**config.mk**
```make
export PLATFORM = sky130hd
export DESIGN_NAME = instr_aligner
export DESIGN_NICKNAME = d
export VERILOG_FILES = /design/src/rtl/instr_aligner_pkg.sv /design/src/rtl/instr_aligner_parcel_fifo.sv /design/src/rtl/instr_aligner.sv
export SDC_FILE = /design/constraint.sdc
export NUM_CORES = 1
export LEC_CHECK = 0
export ABC_AREA = 1
export CORE_MARGIN = 1
export CORE_UTILIZATION = 30
export CTS_CLUSTER_SIZE = 25
export DETAILED_ROUTE_END_ITERATION = 7
export SLEW_MARGIN = 20
export SYNTH_ARGS = -nofsm -noshare
export SYNTH_HDL_FRONTEND = slang
export SYNTH_SLANG_ARGS = --single-unit
```
**constraint.sdc**
```tcl
create_clock -name i_clk -period 5.1 [get_ports i_clk]
set_input_delay 1.02 -clock i_clk [delete_from_list [all_inputs] [get_ports i_clk]]
set_output_delay 1.02 -clock i_clk [all_outputs]
set_load 0.01 [all_outputs]
```
**src/rtl/instr_aligner_pkg.sv**
```systemverilog
// instr_aligner_pkg: shared types and helpers for the fetch-to-decode instruction aligner
package instr_aligner_pkg;
  localparam int PARCEL_W = 16;
  localparam int FETCH_XLEN = 64;
  typedef logic [31:0] aligned_instr_t;
  typedef enum logic {RUN, HALT} state_e;
  typedef struct packed {
    logic                fault;
    logic [PARCEL_W-1:0] data;
  } parcel_t;
  typedef struct packed {
    logic [FETCH_XLEN-1:0] pc;
    logic [63:0]           data;
    logic                  fault;
  } fetch_block_t;
  function automatic logic is_compressed(input logic [PARCEL_W-1:0] p);
    return p[1:0] != 2'b11;
  endfunction
endpackage

```
**src/rtl/instr_aligner_parcel_fifo.sv**
```systemverilog
// parcel_fifo: circular parcel buffer, pushes 0..4 parcels at the tail and pops 0..2 at the head
module parcel_fifo
  import instr_aligner_pkg::*;
#(
  parameter int DEPTH = 8,
  localparam int AW = $clog2(DEPTH),
  localparam int CW = AW + 1
) (
  input  logic              i_clk,
  input  logic              i_rst_n,
  input  logic              i_flush,
  input  logic [2:0]        i_push_n,
  input  parcel_t [3:0]     i_push,
  input  logic [1:0]        i_pop_n,
  output parcel_t           o_head0,
  output parcel_t           o_head1,
  output logic [CW-1:0]     o_count
);
  parcel_t mem_q [DEPTH];
  parcel_t mem_d [DEPTH];
  logic [AW-1:0] head_q, head_d, tail_q, tail_d;
  logic [CW-1:0] count_q, count_d;
  // write the incoming parcels in order from the tail and advance both pointers
  always_comb begin
    mem_d = mem_q;
    for (int k = 0; k < 4; k++)
      if (3'(k) < i_push_n) mem_d[tail_q + AW'(k)] = i_push[k];
    head_d  = i_flush ? '0 : head_q + AW'(i_pop_n);
    tail_d  = i_flush ? '0 : tail_q + AW'(i_push_n);
    count_d = i_flush ? '0 : count_q + CW'(i_push_n) - CW'(i_pop_n);
  end
  // pointer and occupancy registers
  always_ff @(posedge i_clk or negedge i_rst_n) begin
    if (!i_rst_n) begin
      head_q  <= '0;
      tail_q  <= '0;
      count_q <= '0;
    end else begin
      head_q  <= head_d;
      tail_q  <= tail_d;
      count_q <= count_d;
    end
  end
  // parcel storage carries no reset; occupancy decides what is meaningful
  always_ff @(posedge i_clk) mem_q <= mem_d;
  assign o_head0 = mem_q[head_q];
  assign o_head1 = mem_q[head_q + AW'(1)];
  assign o_count = count_q;
endmodule

```
**src/rtl/instr_aligner.sv**
```systemverilog
// instr_aligner: turns 64-bit fetch blocks into one aligned 16/32-bit instruction per cycle
module instr_aligner
  import instr_aligner_pkg::*;
#(
  parameter int XLEN  = 64,
  parameter int DEPTH = 8
) (
  input  logic            i_clk,
  input  logic            i_rst_n,
  input  logic            i_flush,
  input  logic            i_fetch_valid,
  output logic            o_fetch_ready,
  input  logic [XLEN-1:0] i_fetch_pc,
  input  logic [63:0]     i_fetch_data,
  input  logic            i_fetch_fault,
  output logic            o_valid,
  input  logic            i_ready,
  output aligned_instr_t  o_instr,
  output logic [XLEN-1:0] o_pc,
  output logic            o_compressed,
  output logic            o_fault
);
  localparam int CW = $clog2(DEPTH) + 1;
  state_e state_q, state_d;
  logic [XLEN-1:0] head_pc_q, head_pc_d, tail_pc;
  parcel_t [3:0] push;
  parcel_t head0, head1;
  logic [CW-1:0] count, remain;
  logic [2:0] push_n;
  logic [1:0] pop_n, off;
  logic [63:0] shifted;
  logic comp, has2, fire, accept;
  parcel_fifo #(.DEPTH(DEPTH)) u_fifo (
    .i_clk    (i_clk),
    .i_rst_n  (i_rst_n),
    .i_flush  (i_flush),
    .i_push_n (push_n),
    .i_push   (push),
    .i_pop_n  (pop_n),
    .o_head0  (head0),
    .o_head1  (head1),
    .o_count  (count)
  );
  // handshake, output formatting and push/pop sizing; flush and HALT silence both sides
  always_comb begin
    off           = i_fetch_pc[2:1];
    shifted       = i_fetch_data >> {off, 4'b0};
    has2          = count >= CW'(2);
    comp          = is_compressed(head0.data);
    o_fetch_ready = (state_q == RUN) & ~i_flush & (count <= CW'(DEPTH - 4));
    o_valid       = (state_q == RUN) & ~i_flush & (count != '0) & (comp | has2 | head0.fault);
    o_compressed  = o_valid & comp;
    o_instr       = !o_valid ? '0 : comp ? {16'h0, head0.data} : {has2 ? head1.data : 16'h0, head0.data};
    o_pc          = o_valid ? head_pc_q : '0;
    o_fault       = o_valid & (head0.fault | (~comp & has2 & head1.fault));
    fire          = o_valid & i_ready;
    pop_n         = (fire & ~o_fault) ? (comp ? 2'd1 : 2'd2) : 2'd0;
    accept        = i_fetch_valid & o_fetch_ready;
    push_n        = accept ? 3'd4 - {1'b0, off} : 3'd0;
    for (int k = 0; k < 4; k++) push[k] = '{fault: i_fetch_fault, data: shifted[16*k +: 16]};
    remain        = count - CW'(pop_n);
    tail_pc       = head_pc_q + XLEN'({count, 1'b0});
  end
  // next state and head PC: a fault halts until flush; an empty buffer re-seeds the PC from fetch
  always_comb begin
    state_d   = i_flush ? RUN : (fire & o_fault) ? HALT : state_q;
    head_pc_d = head_pc_q + XLEN'({pop_n, 1'b0});
    if (accept & (remain == '0)) head_pc_d = i_fetch_pc & ~XLEN'(1);
  end
  // state and head PC registers
  always_ff @(posedge i_clk or negedge i_rst_n) begin
    if (!i_rst_n) begin
      state_q   <= RUN;
      head_pc_q <= '0;
    end else begin
      state_q   <= state_d;
      head_pc_q <= head_pc_d;
    end
  end
  a_contiguous: assert property (@(posedge i_clk) disable iff (!i_rst_n)
    (accept && count != '0) |-> ((i_fetch_pc & ~XLEN'(1)) == tail_pc));
endmodule
```
# Word-level counts from Yosys, hierarchy flattened
# Cells that the tools add are included.
[word_totals] output_inout_bits=100 memories=0 reg_bits=211 latchBits=0 ramBits=0 romBits=0
[classes] mul=0 n_shift=1 div_mod_pow=0 reduce_logical=7 order_cmp=16 n_addsub=11 n_mux=35 bitwise=26 n_eq_ne=1
[ops] operator="$bwmux 136" n=4
[ops] operator="$mux 136" n=4
[ops] operator="$demux 17 s3" n=4
[ops] operator="$mux 17" n=8
[ops] operator="$mux 64" n=2
[ops] operator="$bmux 17 s3" n=2
[ops] operator="$add 64x3->64" n=1
[ops] operator="$mux 32" n=2
[ops] operator="$shr 64x6->64" n=1
[ops] operator="$ge 4x4->1 const B" n=6
[ops] operator="$not 3->4" n=6
[ops] operator="$lt 4x1->1 const B" n=4
[ops] operator="$mux 16" n=1
[ops] operator="$and 1x1->1" n=13
[ops] operator="$mux 3" n=3
[ops] operator="$sub 4x2->4" n=2
[ops] operator="$add 3x1->3 const B" n=2
[ops] operator="$add 3x2->3 const B" n=2
[ops] operator="$lt 1x3->1 const A" n=2
[ops] operator="$lt 2x3->1 const A" n=2
[ops] operator="$add 4x3->4" n=1
[ops] operator="$ge 4x2->1 const B" n=1
[ops] operator="$le 4x3->1 const B" n=1
[ops] operator="$logic_and 1x1->1" n=4
[ops] operator="12 further kinds" n=19

# Depth between registers and ports, before layout
# Gate-level depths: netlist of run 1.
[depth] word_depth=17 ltp_mapped=25

# By module
# From an unflattened synthesis of run 1, not the netlist that was laid out.
[hier_totals] hier_cells=3384 area_unflattened_um2=19205.9
[by_module_without_submodules] mod="parcel_fifo" instances=1 cells_each=2265 seq_area_each_um2=2972.9 area_per_inst_um2=12714.7
[by_module_without_submodules] mod="instr_aligner" instances=1 cells_each=1119 seq_area_each_um2=1601.5 area_per_inst_um2=6491.2

# Worst setup path after synthesis of run 1
# No wires, ideal clock.
[synth_timing] path_type="input -> register" from="input i_flush" to="register head_pc_q[51]" setup_time_ps=118 required_ps=4982 path_slack_ps=1227 n_path_buf=0 path_stages=19 t_arrival_ps=3755 path_cell_list="nor2_4 > a21boi_0 > inv_1 > nor2_2 > nand2_1 > nor3_1 > ha_1 > fa_1 > nand2_1 > nor2_1 > nand2_1 > nor2_1 > nand3_1 > nor3_1 > nand2_1 > nor2_1 > nand2_1 > nand3_1 > nand2_1"
[synth_via] elab_chain_cells=12
[synth_rtl] item="start: declaration" line_no="instr_aligner.sv:10" source="input logic i_flush,"
[synth_rtl] item="$not 1->1 *" line_no="instr_aligner.sv:51" source="o_valid = (state_q == RUN) & ~i_flush & (count != '0) & (comp | has2 | head0.fault);"
[synth_rtl] item="$and 1x1->1 * (3 in series)" line_no="instr_aligner.sv:51"
[synth_rtl] item="via o_valid" line_no="instr_aligner.sv:16" source="output logic o_valid,"
[synth_rtl] item="$and 1x1->1" line_no="instr_aligner.sv:55" source="o_fault = o_valid & (head0.fault | (~comp & has2 & head1.fault));"
[synth_rtl] item="$not 1->1" line_no="instr_aligner.sv:57" source="pop_n = (fire & ~o_fault) ? (comp ? 2'd1 : 2'd2) : 2'd0;"
[synth_rtl] item="$and 1x1->1 *" line_no="instr_aligner.sv:57"
[synth_rtl] item="$mux 2 *" line_no="instr_aligner.sv:57"
[synth_rtl] item="branches (longest 3 deep; another with $add 64x3->64)"
[synth_rtl] item="$mux 64 *" line_no="instr_aligner.sv:68" source="if (accept & (remain == '0)) head_pc_d = i_fetch_pc & ~XLEN'(1);"
[synth_rtl] item="via head_pc_d[51]" line_no="instr_aligner.sv:25" source="logic [XLEN-1:0] head_pc_q, head_pc_d, tail_pc;"
[synth_rtl] item="end signal: assignment" line_no="instr_aligner.sv:77" source="head_pc_q <= head_pc_d;"
[synth_rtl] item="end: declaration" line_no="instr_aligner.sv:25"
# Mark *: on every way through the listed nets, which the timed path passes.
# A chain may end at the register's enable or synchronous reset.

# Worst setup path after layout of run 1
[layout_timing] from="register u_fifo.head_q[0]" to="output o_instr[4]"
[layout_via] elab_chain_cells=9
[layout_rtl] item="start: declaration" line_no="instr_aligner_parcel_fifo.sv:21" source="logic [AW-1:0] head_q, head_d, tail_q, tail_d;"
[layout_rtl] item="start signal: assignment" line_no="instr_aligner_parcel_fifo.sv:35" source="head_q <= '0;"
[layout_rtl] item="start signal: assignment" line_no="instr_aligner_parcel_fifo.sv:39" source="head_q <= head_d;"
[layout_rtl] item="$not 3->4 (not written as such) *" line_no="instr_aligner_parcel_fifo.sv:46" source="assign o_head0 = mem_q[head_q];"
[layout_rtl] item="$bmux 17 s3 *" line_no="instr_aligner_parcel_fifo.sv:46"
[layout_rtl] item="$mux 17 (not written as such) * (2 in series)" line_no="instr_aligner_parcel_fifo.sv:46"
[layout_rtl] item="$ne 2x2->1" line_no="instr_aligner_pkg.sv:17" source="return p[1:0] != 2'b11;"
[layout_rtl] item="$or 1x1->1 (2 in series)" line_no="instr_aligner.sv:51"
[layout_rtl] item="$and 1x1->1" line_no="instr_aligner.sv:51"
[layout_rtl] item="$mux 32 *" line_no="instr_aligner.sv:53" source="o_instr = !o_valid ? '0 : comp ? {16'h0, head0.data} : {has2 ? head1.data : 16'h0, head0.data};"
[layout_rtl] item="end: declaration" line_no="instr_aligner.sv:18" source="output aligned_instr_t o_instr,"
# Every way passes the cells marked *; elsewhere a longest branch is shown, timed or not. The select of a mux whose other input is x is not followed.

==> flow_summary.ini, run 1 <==
[clock_tree]
ctsHtreeMaxLevel = 1
cts_setup_buffers = 0
clock-root-buffer = clkbuf_16
holdBufCountCts = 0
clockBufferDepth = 3
clk_latency_ps = 620
path_clk_slew_ps = 60
cts_tree = done
cts.sinks = 210
cts_buffers = 29
post_cts_resized = 0

[setup_path]
rr_worst_depth = 24
cp.required_ps = 4080
crit_fanout = 31
arrival_ps = 3740
critPathLaunchType = flip-flop
end_kind = output pin
worst-setup-path-type = flip-flop to output pin

[yosys]
synth-edff-count = 0
syn_area_per_cell_um2 = 5.61
synthesis.area_um2 = 19200
synth_cells = 3431
synthTopCellsByArea = nand2_1 (21%), dfxtp_1 (14%), dfrtp_1 (9.6%)
yosys_warnings = 0
synthArstFlopShare_pct = 35.2
synth_top_cell_by_area = nand2_1
synth_fp_nets = 3585
ys_ff_latch = 210
yosysSeqAreaShare_pct = 23.8
yosysTopAreaCellShare_pct = 21.1
netlist-cell-type-count = 51
ys.flop_type = dfxtp_1

[placement]
dp.cells = 4395
placed_area_um2 = 22300
place_congestion = 0.971
portBuffers = 231
pre_cts_ws_ps = 343
dpl.hpwl_um = 65300

[grt]
grt_start_max_net_pins = 75
use_met2_pct = 41.1
use_met3_pct = 4.14
antenna_found_initial = 4
grt_pass1_vias = 20763
grt_first_pass_wirelength_um = 130000
grt.total_usage_pct = 26.6
top_usage_layer = met2
grt_overflow = 0
use_met1_pct = 36.6

[sta]
grt_setup_unrepaired = false
setup_slack_ps = 335
report.final.slew_viol_count = 0
post-route-period-util_pct = 93.4
final.setup.tns_ps = 0
fmax_ghz = 0.210
skew_ps = 44.2
layout_min_cycle_time_ps = 4760
setup_violations = 0
hold_viol_final = 0
slew_headroom_pct = 20.8
worst_slew_pin_slew_ps = 1180
hold_slack_ps = 445

[detailed_routing]
ant_nets = 0
avgViaCountPerCell = 5.24
dr.pass1.iters = 6
post_drt_wl_per_cell_um = 20.0
via_count = 23330
drc = 0
drtIter0Drc = 2815
wl_um = 89100

[cells_and_area]
seqCellArea_um2 = 4580
finalCoreUtilization_pct = 36.8
drive_gt1_share_pct = 5.80
nets = 3734
area_delta_synth_final_pct = 21.0
fill_cells = 7004
diodes = 0
final_area_um2 = 23300
finalNonFillerCells = 4449
multiInputGateArea_um2 = 12100

[run_status]
run_status = finished, final reports clean

[pwr]
power_mw = 10.9
powerDensity_nw_per_um2 = 469
peakVddDrop_v = 0.000321
leakagePower_nw = 10.7

[die]
die_w_um = 255
die_h_um = 255
ioPinCount = 234
rows = 92
dieArea_um2 = 65100
placeableCoreArea_um2 = 63200
start_util_pct = 30.4

[worst_hold_path]
hold_path.class = primary input to async pin

[run]
max-cap-violations = 0
sequential cells by signal, summed over array words and instances, names as in the netlist:
name	flops
u_fifo.mem_q	136
head_pc_q	63
u_fifo.o_count	4
u_fifo.head_q	3
u_fifo.tail_q	3
state_q	1
layer usage:
metal / up-vias / wire [um]
li1: 11248 / -
met2: 1250 / 38500
met5: - / 0
met3: 227 / 8460
met4: 0 / 4100
met1: 10605 / 38100
worst max-delay path, cell delays in order (launching register included):
cell and delay (ps):
dfrtp_4 480, buf_4 340, inv_4 180, o21ai_0 190
nand2_1 120, nand2_1 110, nand2_1 80, nand2_1 80
nor2_1 60, nor2_2 240, inv_4 200, buf_4 260
nor2_1 110, clkdlybuf4s50_1 630
kinds of logic after synthesis:
kind of cell	count (synthesis)	share of synthesized area (%)
and+or+nand+nor	1830	39.3
DFF	210	23.8
adders and majority gates	20	1.54
xor gates and xnor gates	46	2.09
AOI/OAI and AO/OA	686	19.9
other	1	0.0195
buffers and inverters	638	13.4
power by group:
| part | internal, mW | total (mW) | switching (mW) | leakage, nW |
|---|---|---|---|---|
| sequential | 2.41 | 3.13 | 0.715 | 2.04 |
| clock | 1.16 | 2.04 | 0.886 | 0.448 |
| combinational | 2.21 | 5.75 | 3.54 | 8.24 |
| total | 5.78 | 10.9 | 5.14 | 10.7 |
path summary, 6_finish.rpt:
kind | endpoint | startpoint | slack, ps
setup / recovery | o_instr[4] | u_fifo.head_q[0] | 340
hold / removal | head_pc_q[1] | i_rst_n | 440
setup reg to reg | head_pc_q[51] | u_fifo.head_q[0] | 480
hold reg to reg | u_fifo.mem_q[67] | u_fifo.mem_q[67] | 490
max in group asynchronous | head_pc_q[11] | i_rst_n | 3790
min in group i_clk | u_fifo.mem_q[67] | u_fifo.mem_q[67] | 490
cells in the final DEF (no fill, tap or decap), types with 3 or more instances in the layout:
cell             netlist  routed
clkinv_2               0       4
a22oi_1               12      12
o21ai_0              292     292
a21oi_1              186     186
ha_1                  14      13
clkbuf_16              0      30
nand3_1              252     251
o211ai_1              48      48
nor3_1                48      44
xnor2_1                5       5
fa_1                   6       6
dfrtp_1               74      73
or2_2                 16      16
inv_1                437     434
a221oi_1               7       7
nand4_1               33      33
clkinv_1               3       4
nor4_1                 3       3
buf_4                  6      74
xor2_1                41      41
nand2_1             1080    1078
o21ai_1               56      56
nor3_2                 3       7
a21oi_2               27      27
a31oi_1               37      37
nand2_4                9      10
clkbuf_8               0       5
a211oi_1               9       9
nor2_1               371     371
nor2_2                 4       4
o21ai_2                3       3
dfxtp_1              136     136
clkbuf_1             118      14
inv_2                  8       8
clkdlybuf4s50_1        0     228
synth_stat cells, types with 3 or more instances:
cell / count
nand2_1: 1080
inv_1: 437
nor2_1: 371
o21ai_0: 292
nand3_1: 252
a21oi_1: 186
dfxtp_1: 136
clkbuf_1: 118
dfrtp_1: 74
o21ai_1: 56
nor3_1: 48
o211ai_1: 48
xor2_1: 41
buf_2: 40
a31oi_1: 37
nand4_1: 33
a21oi_2: 27
or2_2: 16
buf_6: 14
ha_1: 14
a22oi_1: 12
buf_1: 12
a211oi_1: 9
nand2_4: 9
inv_2: 8
a221oi_1: 7
buf_4: 6
fa_1: 6
xnor2_1: 5
nor2_2: 4
clkinv_1: 3
nor3_2: 3
nor4_1: 3
o21ai_2: 3
final cells by class:
type	count	share of cell area, %
repair buffers	308	12.5
flip-flops and latches	210	19.7
clock buffers	49	3.75
clock inverters	5	0.172
well taps	846	4.55
multi-input cells	2583	52.1
inverters	448	7.25
No activity file was read; power rests on OpenSTA's default activity.
==> run 2, diff against run 1 <==
Settings changed: ABC_CLOCK_PERIOD_IN_PS set to 5100, CTS_CLUSTER_SIZE 25 to not set, SYNTH_HIERARCHICAL set to 1.
==> run 2 against run 1 <==
Sequential share of layout area up 0.34 points. Routed wire length down 12%. Die area down 0.14%. Global-route usage down 2.9 points. Clock skew down 22 ps. Clock power down 2%. Cell count down 2.3%. Critical path type unchanged. Critical endpoint is now o_instr[29]. Largest cell class unchanged.
==> flow_summary.ini, run 2 <==
[run_status]
run_status = finished, final reports clean

[grt]
top_usage_layer = met2
use_met3_pct = 4.04
grt.total_usage_pct = 23.7
grt_start_max_net_pins = 139
grt_overflow = 0
grt_pass1_vias = 20182
use_met2_pct = 37.4
grt_first_pass_wirelength_um = 120000
antenna_found_initial = 1
use_met1_pct = 33.2

[clock_tree]
clock-root-buffer = clkbuf_16
clk_latency_ps = 580
cts_setup_buffers = 0
ctsHtreeMaxLevel = 1
cts_buffers = 28
clockBufferDepth = 3
cts.sinks = 210
cts_tree = done
path_clk_slew_ps = 60

[sta]
report.final.slew_viol_count = 0
skew_ps = 22.7
setup_violations = 0
layout_min_cycle_time_ps = 4930
slew_headroom_pct = 23.0
grt_setup_unrepaired = false
worst_slew_pin_slew_ps = 1150
final.setup.tns_ps = 0
fmax_ghz = 0.203
post-route-period-util_pct = 96.8
hold_viol_final = 0

[yosys]
synthArstFlopShare_pct = 35.2
yosysSeqAreaShare_pct = 23.8
yosys_warnings = 6
yosysMostFrequentCell = nand2_1
synthesis.area_um2 = 19200
synth_cells = 3384
netlist-cell-type-count = 44
yosysTopAreaCellShare_pct = 14.2
synth_fp_nets = 3538
ys.flop_type = dfxtp_1
synth-edff-count = 0
ys_ff_latch = 210
netlist_top_cells_count = nand2_1 (695), nor2_1 (635), inv_1 (366)
synth_top_cell_by_area = dfxtp_1
synthTopCellsByArea = dfxtp_1 (14%), nand2_1 (14%), nor2_1 (12%)
syn_area_per_cell_um2 = 5.68

[detailed_routing]
dr.pass1.iters = 6
post_drt_wl_per_cell_um = 18.0
ant_nets = 0
wl_um = 78400
avgViaCountPerCell = 5.15
drtIter0Drc = 2298
via_count = 22378
drc = 0

[setup_path]
r2r_setup_slack_ps = 690
end_kind = output pin
crit_fanout = 138
cp.required_ps = 4080
rr_startpoint = u_fifo/head_q[0]
worstSetupStartpoint = u_fifo/head_q[0]
arrival_ps = 3910
critPathLaunchType = flip-flop
worst-setup-path-type = flip-flop to output pin

[cells_and_area]
layout_commonest_cell = nand2_1
drive_gt1_share_pct = 6.49
area_delta_synth_final_pct = 19.1
regMostFlops = u_fifo/mem_q
nets = 3632
largest_reg_flops = 136
final_cell_mix = nand2_1 (695), nor2_1 (635), inv_1 (366)

[placement]
place_congestion = 0.997
portBuffers = 231
dpl.hpwl_um = 57400

[pwr]
peakVddDrop_v = 0.000247
power_mw = 10.4
powerDensity_nw_per_um2 = 455
leakagePower_nw = 9.99

[die]
die_h_um = 255
dieArea_um2 = 65000
start_util_pct = 30.4
die_w_um = 255
rows = 92
ioPinCount = 234
placeableCoreArea_um2 = 63200

[worst_hold_path]
hold_path.class = primary input to async pin

[run]
max-cap-violations = 0
run 2: cell count changes after synthesis, sizes merged, moves of 24 or more:
cell / delta
nor3: -40
o21ai: +24
o211ai: -49
nand2: -360
inv: -61
a21oi: +69
clkbuf: -32
nor2: +289
nand3: +114
buf: +68
run 2: critical path, cell delays in order (launching register included):
cell             delay (ps)
dfrtp_4                 500
buf_16                  280
ha_1                    630
inv_1                   120
buf_4                   250
nor2_1                  120
o21ai_0                  80
nand2_1                 130
nor2_1                   60
a31oi_1                 370
nand3_1                 150
inv_1                    80
clkdlybuf4s50_1         540
run 2: final cells by class:
cell class	count	area, um2
Fill cell	6921	40300
Timing Repair Buffer	290	2820
Clock inverter	7	62.6
Sequential cell	210	4580
Tap cell	846	1060
Clock buffer	45	836
Multi-Input combinational cell	2562	12100
Inverter	386	1460
Antenna cell	1	2.50
run 2: kinds of logic (layout without fill, tap and decap cells):
logic type,count (synthesis),after routing,share of synthesized area (%)
AOI/OAI and AO/OA,697,697,19.0
xor gates and xnor gates,40,40,1.82
adders and majority gates,20,20,1.50
buffers and inverters,612,728,13.5
DFF,210,210,23.8
muxes,13,13,0.677
other,1,2,0.0195
and+or+nand+nor,1791,1791,39.7
run 2: routing by layer:
metal / routed length [um] / share of wire [%] / up-vias
met5: 0 / 0 / -
met4: 1810 / 2.3 / 0
met3: 7850 / 10 / 121
met2: 33800 / 43 / 1055
met1: 34900 / 45 / 10205
li1: - / - / 10997
run 2: report_power, final:
part           leakage (nW)  internal (mW)  switching [mW]
combinational          7.48           2.00            3.30
sequential             2.07           2.40           0.714
clock                 0.440           1.16           0.830
total                  9.99           5.56            4.84
run 2: path summary, 6_finish.rpt:
kind                                         end  cells past startpoint
worst max-delay path                 o_instr[29]                     12
worst min-delay path            u_fifo/head_q[2]                      1
worst max register to register     head_pc_q[57]                     23
worst min register to register           state_q                      2
max in group asynchronous       u_fifo/head_q[0]                      1
min in group i_clk                       state_q                      2
run 2: what timing repair did:
action	in CTS	in global routing
pin swaps	0	0
hold buffers	0	0
resized for setup	1	8
setup endpoints to repair	75	78
cloned	0	0
run 2: per-stage QoR:
| step | instance area [um2] | hold slack (ps) | utilization (%) | instances | worst slack (ps) |
|---|---|---|---|---|---|
| after floorplan | 19200 | 489 | - | 3384 | 1170 |
| after global routing | 22900 | 555 | 36.2 | 4346 | 11.3 |
| after detailed placement | 21900 | 517 | 34.7 | 4293 | 546 |
| after global placement | 21900 | 506 | 34.7 | 4293 | 631 |
| after CTS | 22800 | 526 | 36.1 | 4345 | 97.9 |
| final | 22900 | 492 | 36.2 | 4347 | 165 |
